### config.mk
export PLATFORM = sky130hd
export DESIGN_NAME = parity_push_encoder
export DESIGN_NICKNAME = d
export VERILOG_FILES = /design/src/rtl/fifo_pkg.sv /design/src/rtl/parity_gen.sv /design/src/rtl/parity_push_encoder.sv
export SDC_FILE = /design/constraint.sdc
export NUM_CORES = 1
export LEC_CHECK = 0
export CAP_MARGIN = 0
export CORE_MARGIN = 2
export CORE_UTILIZATION = 52
export DETAILED_ROUTE_END_ITERATION = 8
export PLACE_DENSITY = 0.87
export SLEW_MARGIN = 20
export SYNTH_ARGS = -nofsm -noshare
export SYNTH_HDL_FRONTEND = slang
export SYNTH_HIERARCHICAL = 1
export SYNTH_SLANG_ARGS = --single-unit
### constraint.sdc
create_clock -name clk -period 3.7 [get_ports clk]
set_input_delay 0.74 -clock clk [delete_from_list [all_inputs] [get_ports clk]]
set_output_delay 0.74 -clock clk [all_outputs]
set_load 0.02 [all_outputs]
### src/rtl/fifo_pkg.sv
`default_nettype none
// +--------------------------------------------------------------------+
// | fifo_pkg : shared types and constants for parity_push_encoder      |
// | Rev 1.0  : initial release                                         |
// +--------------------------------------------------------------------+
package fifo_pkg;

    localparam int unsigned c_cnt_width = 16;

    typedef enum logic [1:0] {
        EMPTY = 2'd0,
        BUSY  = 2'd1,
        FULL  = 2'd2
    } skid_state_t;

endpackage
`default_nettype wire

### src/rtl/parity_gen.sv
`default_nettype none
// +--------------------------------------------------------------------+
// | parity_gen : combinational payload + parity word builder           |
// | Rev 1.0    : initial release                                       |
// +--------------------------------------------------------------------+
module parity_gen #(
    parameter int DATA_WIDTH = 32,
    parameter int EVEN_ODD   = 0,
    parameter int PARITY_BIT = 0
) (
    input  logic [DATA_WIDTH-1:0] data,
    input  logic                  corrupt,
    output logic [DATA_WIDTH:0]   word
);

    localparam logic c_odd = (EVEN_ODD != 0);

    logic w_parity;

    // Even parity bit equals the payload XOR; odd flips it; corrupt flips again.
    assign w_parity = (^data) ^ c_odd ^ corrupt;

    generate
        if (PARITY_BIT == 0) begin : g_parity_lsb
            assign word = {data, w_parity};
        end else begin : g_parity_msb
            assign word = {w_parity, data};
        end
    endgenerate

endmodule
`default_nettype wire

### src/rtl/parity_push_encoder.sv
`default_nettype none
// +--------------------------------------------------------------------+
// | parity_push_encoder : parity encoder with two-entry skid buffer    |
// | Rev 1.0             : initial release                              |
// +--------------------------------------------------------------------+
module parity_push_encoder
    import fifo_pkg::*;
#(
    parameter int DATA_WIDTH = 32,
    parameter int EVEN_ODD   = 0,
    parameter int PARITY_BIT = 0
) (
    input  logic                   clk,
    input  logic                   rst,
    input  logic [DATA_WIDTH-1:0]  in_data_i,
    input  logic                   in_valid_i,
    output logic                   in_ready_o,
    input  logic                   corrupt_i,
    output logic [DATA_WIDTH:0]    push_data_o,
    output logic                   push_valid_o,
    input  logic                   push_grant_i,
    output logic [c_cnt_width-1:0] sent_count_o,
    output logic [c_cnt_width-1:0] corrupt_count_o
);

    localparam int unsigned c_word_w = DATA_WIDTH + 1;

    skid_state_t              r_state;
    skid_state_t              w_state_nxt;
    logic [c_word_w-1:0]      r_out_data;
    logic                     r_out_corrupt;
    logic [c_word_w-1:0]      r_skid_data;
    logic                     r_skid_corrupt;
    logic                     r_in_ready;
    logic [c_cnt_width-1:0]   r_sent_cnt;
    logic [c_cnt_width-1:0]   r_corrupt_cnt;
    logic [c_word_w-1:0]      w_enc_data;
    logic                     w_in_fire;
    logic                     w_out_fire;
    logic                     w_push_valid;

    parity_gen #(
        .DATA_WIDTH (DATA_WIDTH),
        .EVEN_ODD   (EVEN_ODD),
        .PARITY_BIT (PARITY_BIT)
    ) u_parity_gen (
        .data    (in_data_i),
        .corrupt (corrupt_i),
        .word    (w_enc_data)
    );

    assign w_push_valid = (r_state != EMPTY);
    assign w_in_fire    = in_valid_i & r_in_ready;
    assign w_out_fire   = w_push_valid & push_grant_i;

    always_comb begin
        w_state_nxt = r_state;
        case (r_state)
            EMPTY: if (w_in_fire) w_state_nxt = BUSY;
            BUSY: begin
                if (w_in_fire && !w_out_fire)      w_state_nxt = FULL;
                else if (!w_in_fire && w_out_fire) w_state_nxt = EMPTY;
            end
            FULL:  if (w_out_fire) w_state_nxt = BUSY;
            default: w_state_nxt = EMPTY;
        endcase
    end

    always_ff @(posedge clk or posedge rst) begin
        if (rst) begin
            r_state        <= EMPTY;
            r_out_data     <= '0;
            r_out_corrupt  <= 1'b0;
            r_skid_data    <= '0;
            r_skid_corrupt <= 1'b0;
            r_in_ready     <= 1'b0;
        end else begin
            r_state    <= w_state_nxt;
            // Registered ready looks ahead at the next state so it never accepts into FULL.
            r_in_ready <= (w_state_nxt != FULL);
            case (r_state)
                EMPTY: begin
                    if (w_in_fire) begin
                        r_out_data    <= w_enc_data;
                        r_out_corrupt <= corrupt_i;
                    end
                end
                BUSY: begin
                    if (w_in_fire && w_out_fire) begin
                        r_out_data    <= w_enc_data;
                        r_out_corrupt <= corrupt_i;
                    end else if (w_in_fire) begin
                        r_skid_data    <= w_enc_data;
                        r_skid_corrupt <= corrupt_i;
                    end
                end
                FULL: begin
                    if (w_out_fire) begin
                        r_out_data    <= r_skid_data;
                        r_out_corrupt <= r_skid_corrupt;
                    end
                end
                default: ;
            endcase
        end
    end

    always_ff @(posedge clk or posedge rst) begin
        if (rst) begin
            r_sent_cnt    <= '0;
            r_corrupt_cnt <= '0;
        end else if (w_out_fire) begin
            if (r_sent_cnt != '1) begin
                r_sent_cnt <= r_sent_cnt + 1'b1;
            end
            if (r_out_corrupt && (r_corrupt_cnt != '1)) begin
                r_corrupt_cnt <= r_corrupt_cnt + 1'b1;
            end
        end
    end

    assign in_ready_o      = r_in_ready;
    assign push_data_o     = r_out_data;
    assign push_valid_o    = w_push_valid;
    assign sent_count_o    = r_sent_cnt;
    assign corrupt_count_o = r_corrupt_cnt;

endmodule
`default_nettype wire

==> results.json <==
{
  "drv_slew": 0,
  "worst-slew-pin-transition_ps": 730,
  "postSynthRegisterBits": 103,
  "postSynth.topFlopCell": "dfrtp_1",
  "static-leakage-power_nw": 2.81,
  "cts.reportedPaths.clkPinSlew_ps": 90,
  "setup-violations-final": 0,
  "cp_data_required_time_ps": 2960,
  "final.period_utilization_pct": 69.6,
  "drt.antenna.violating_nets": 0,
  "design.portCount": 104,
  "clockBufferDepth": 2,
  "netlist.area_leader.share_pct": 50.4,
  "instance_area_after_placement_um2": 6020,
  "whs_endpoint": "sent_count_o[7]$_DFFE_PP0P_",
  "synthesis.nets": 485,
  "groute.layer.met2.usage_pct": 31.5,
  "reg2reg_capture_point": "sent_count_o[1]$_DFFE_PP0P_",
  "max_clock_freq_mhz": 388,
  "insertion_delay_ps": 360,
  "design_area_um2": 6190,
  "synth_cell_types": 42,
  "regToRegStartpoint": "sent_count_o[1]$_DFFE_PP0P_",
  "timing.final.crit_period_ps": 2580,
  "max_cap_violations": 0,
  "holdBufCountCts": 0,
  "synth_edf_count": 0,
  "async_reset_ff_share_pct": 100,
  "cts_num_sinks": 103,
  "placement_rows": 36,
  "timing.reg2reg.setup_slack_ps": 1440,
  "postLayoutCoreUtil_pct": 64.3,
  "seq_area_frac_synth_pct": 50.4,
  "post_synthesis_cell_area_um2": 5110,
  "final-hold-violation-count": 0,
  "initial_utilization_pct": 53.1,
  "grt_first_pass_wirelength_um": 16500,
  "ir_worst_vdd_v": 0.000445,
  "final_layout_size_suffix_gt1_share_pct": 13.4,
  "h_tree_lvl_count": 3,
  "flow.area_growth_from_synthesis_pct": 21.1,
  "grt_max_degree": 69,
  "synthDominantAreaCellType": "dfrtp_1",
  "drt_pass1_iterations": 4,
  "final_net_count": 551,
  "power_density_nw_per_um2": 690,
  "grt.met3_usage_pct": 4.20,
  "combined_global_route_utilization_of_all_metal_layers_pct": 20.0,
  "timing.hold.ws_ps": 511,
  "grt_overflow": 0,
  "cts_repair_resize_count": 0,
  "postCtsSetupBuffers": 0,
  "remaining_drc_errors": 0,
  "worstPathMaxFanout": 10,
  "final.setup_skew_ps": 7.51,
  "core-area_um2": 9640,
  "hold_path_depth": 1,
  "antenna_found_initial": 0,
  "cts-root-buf": "clkbuf_8",
  "critical_path.startpoint_type": "flip-flop",
  "gp_congestion": 0.840,
  "number_of_buffers_created_by_cts": 9,
  "drt-total-wl_um": 10200,
  "ys.warnings.count": 6,
  "worst_setup_path_end_kind": "primary output",
  "drt-vias-per-instance": 5.23,
  "post_synth.cell_area_avg_um2": 11.5,
  "wire_per_inst_um": 15.7,
  "unrepaired_setup_endpoints_after_global_routing": "no",
  "worst_hold_startpoint": "sent_count_o[7]$_DFFE_PP0P_",
  "count_of_vias_placed_by_the_detailed_router": 3397,
  "grt-busiest-layer": "met2",
  "detail_route.iter0.violations": 119,
  "setup_tns_final_ps": 0,
  "worst-endpoint-arrival_ps": 1840,
  "numPortBuffers": 103,
  "max-slew-margin-rel_pct": 51.3,
  "grt.met1_usage_pct": 27.4,
  "grt_pass1_vias": 3490,
  "count_of_cells_along_the_worst_register_to_register_path": 6,
  "chipHeight_um": 103,
  "layout.cells.most_common_list": "dfrtp_1 (103), clkdlybuf4s50_1 (103), nor2_1 (43)",
  "ranking_of_synthesized_cells_by_area": "dfrtp_1 (50%), mux2_2 (8.4%), mux2i_1 (6.9%)",
  "tritoncts": "yes",
  "fp.dieArea_um2": 10600,
  "antenna_cells": 0,
  "timing.hold.worst.class": "flip-flop to flip-flop",
  "hpwl_dp_um": 7160,
  "synthesis.instances": 446,
  "run_status": "completed",
  "critical_path_class": "flip-flop to primary output",
  "totalPowerFinal_mw": 4.28,
  "dieWidth_um": 103
}
## worst max-delay path: stages, from the launching register on
cell	delay, ps
dfrtp_1	540
or2_2	390
clkdlybuf4s50_1	550
## area by class of cell
| cell class | count | area, um2 |
|---|---|---|
| fillers | 809 | 3450 |
| flip-flops and latches | 103 | 2580 |
| multi-input cells | 286 | 2180 |
| repair buffers | 108 | 1080 |
| well taps | 133 | 166 |
| clock buffers | 9 | 124 |
| clock inverters | 6 | 46.3 |
| inverters | 4 | 17.5 |
## how the worst max path moves through the flow
stage                     cells past startpoint                  from  slack (ps)                              to
after global routing                          2  r_state[1]$_DFF_PP0_        1020                    push_valid_o
after global placement                        7         in_data_i[27]         930      r_skid_data[0]$_DFFE_PP0P_
after floorplan                               1                   rst         260  corrupt_count_o[0]$_DFFE_PP0P_
after CTS                                     2  r_state[1]$_DFF_PP0_        1100                    push_valid_o
after detailed placement                      5          push_grant_i         900     r_skid_data[18]$_DFFE_PP0P_
final                                         2  r_state[1]$_DFF_PP0_        1120                    push_valid_o
## registers in the layout (all words and copies together) (netlist names)
register	count
corrupt_count_o	16
in_ready_o	1
push_data_o	33
r_out_corrupt	1
r_skid_corrupt	1
r_skid_data	33
r_state	2
sent_count_o	16
## metal layers
metal / part of all wire, % / vias up / routed length, um
li1: - / 1635 / -
met1: 46 / 1656 / 4670
met2: 47 / 91 / 4820
met3: 5.4 / 15 / 554
met4: 1.5 / 0 / 158
met5: 0 / - / 0
## cells in the mapped netlist, types with 3 or more instances
cell / number
mux2i_1: 35
and3_1: 6
nand2_1: 13
buf_2: 12
xnor2_1: 33
clkbuf_1: 5
inv_1: 4
dfrtp_1: 103
buf_4: 35
nand4_1: 10
mux2_2: 38
xor2_1: 24
nor2_1: 43
nand3_1: 5
nor3b_1: 3
nor3_1: 8
nor4_1: 6
a21oi_1: 35
## cell families after synthesis
logic type | Yosys count | share of synthesized area (%)
AO/OA/AOI/OAI | 45 | 5.41
AND/OR/NAND/NOR | 108 | 11.1
buffers and inverters | 57 | 7.19
adder cells (fa/ha/maj) | 2 | 0.489
multiplexers | 73 | 15.2
XOR/XNOR | 58 | 10.2
flip-flops | 103 | 50.4
## power breakdown
part	leakage [nW]	switching (mW)	internal (mW)
clock	0.0874	0.392	0.247
combinational	1.49	0.861	0.904
sequential	1.23	0.310	1.56
total	2.81	1.56	2.71
## metrics by stage
step	setup slack, ps	std cells
floorplan	256	446
global placement	930	634
detailed placement	903	634
CTS	1100	649
global route	1020	649
finish	1120	649
Note: power is estimated with default switching activity, not from simulation.
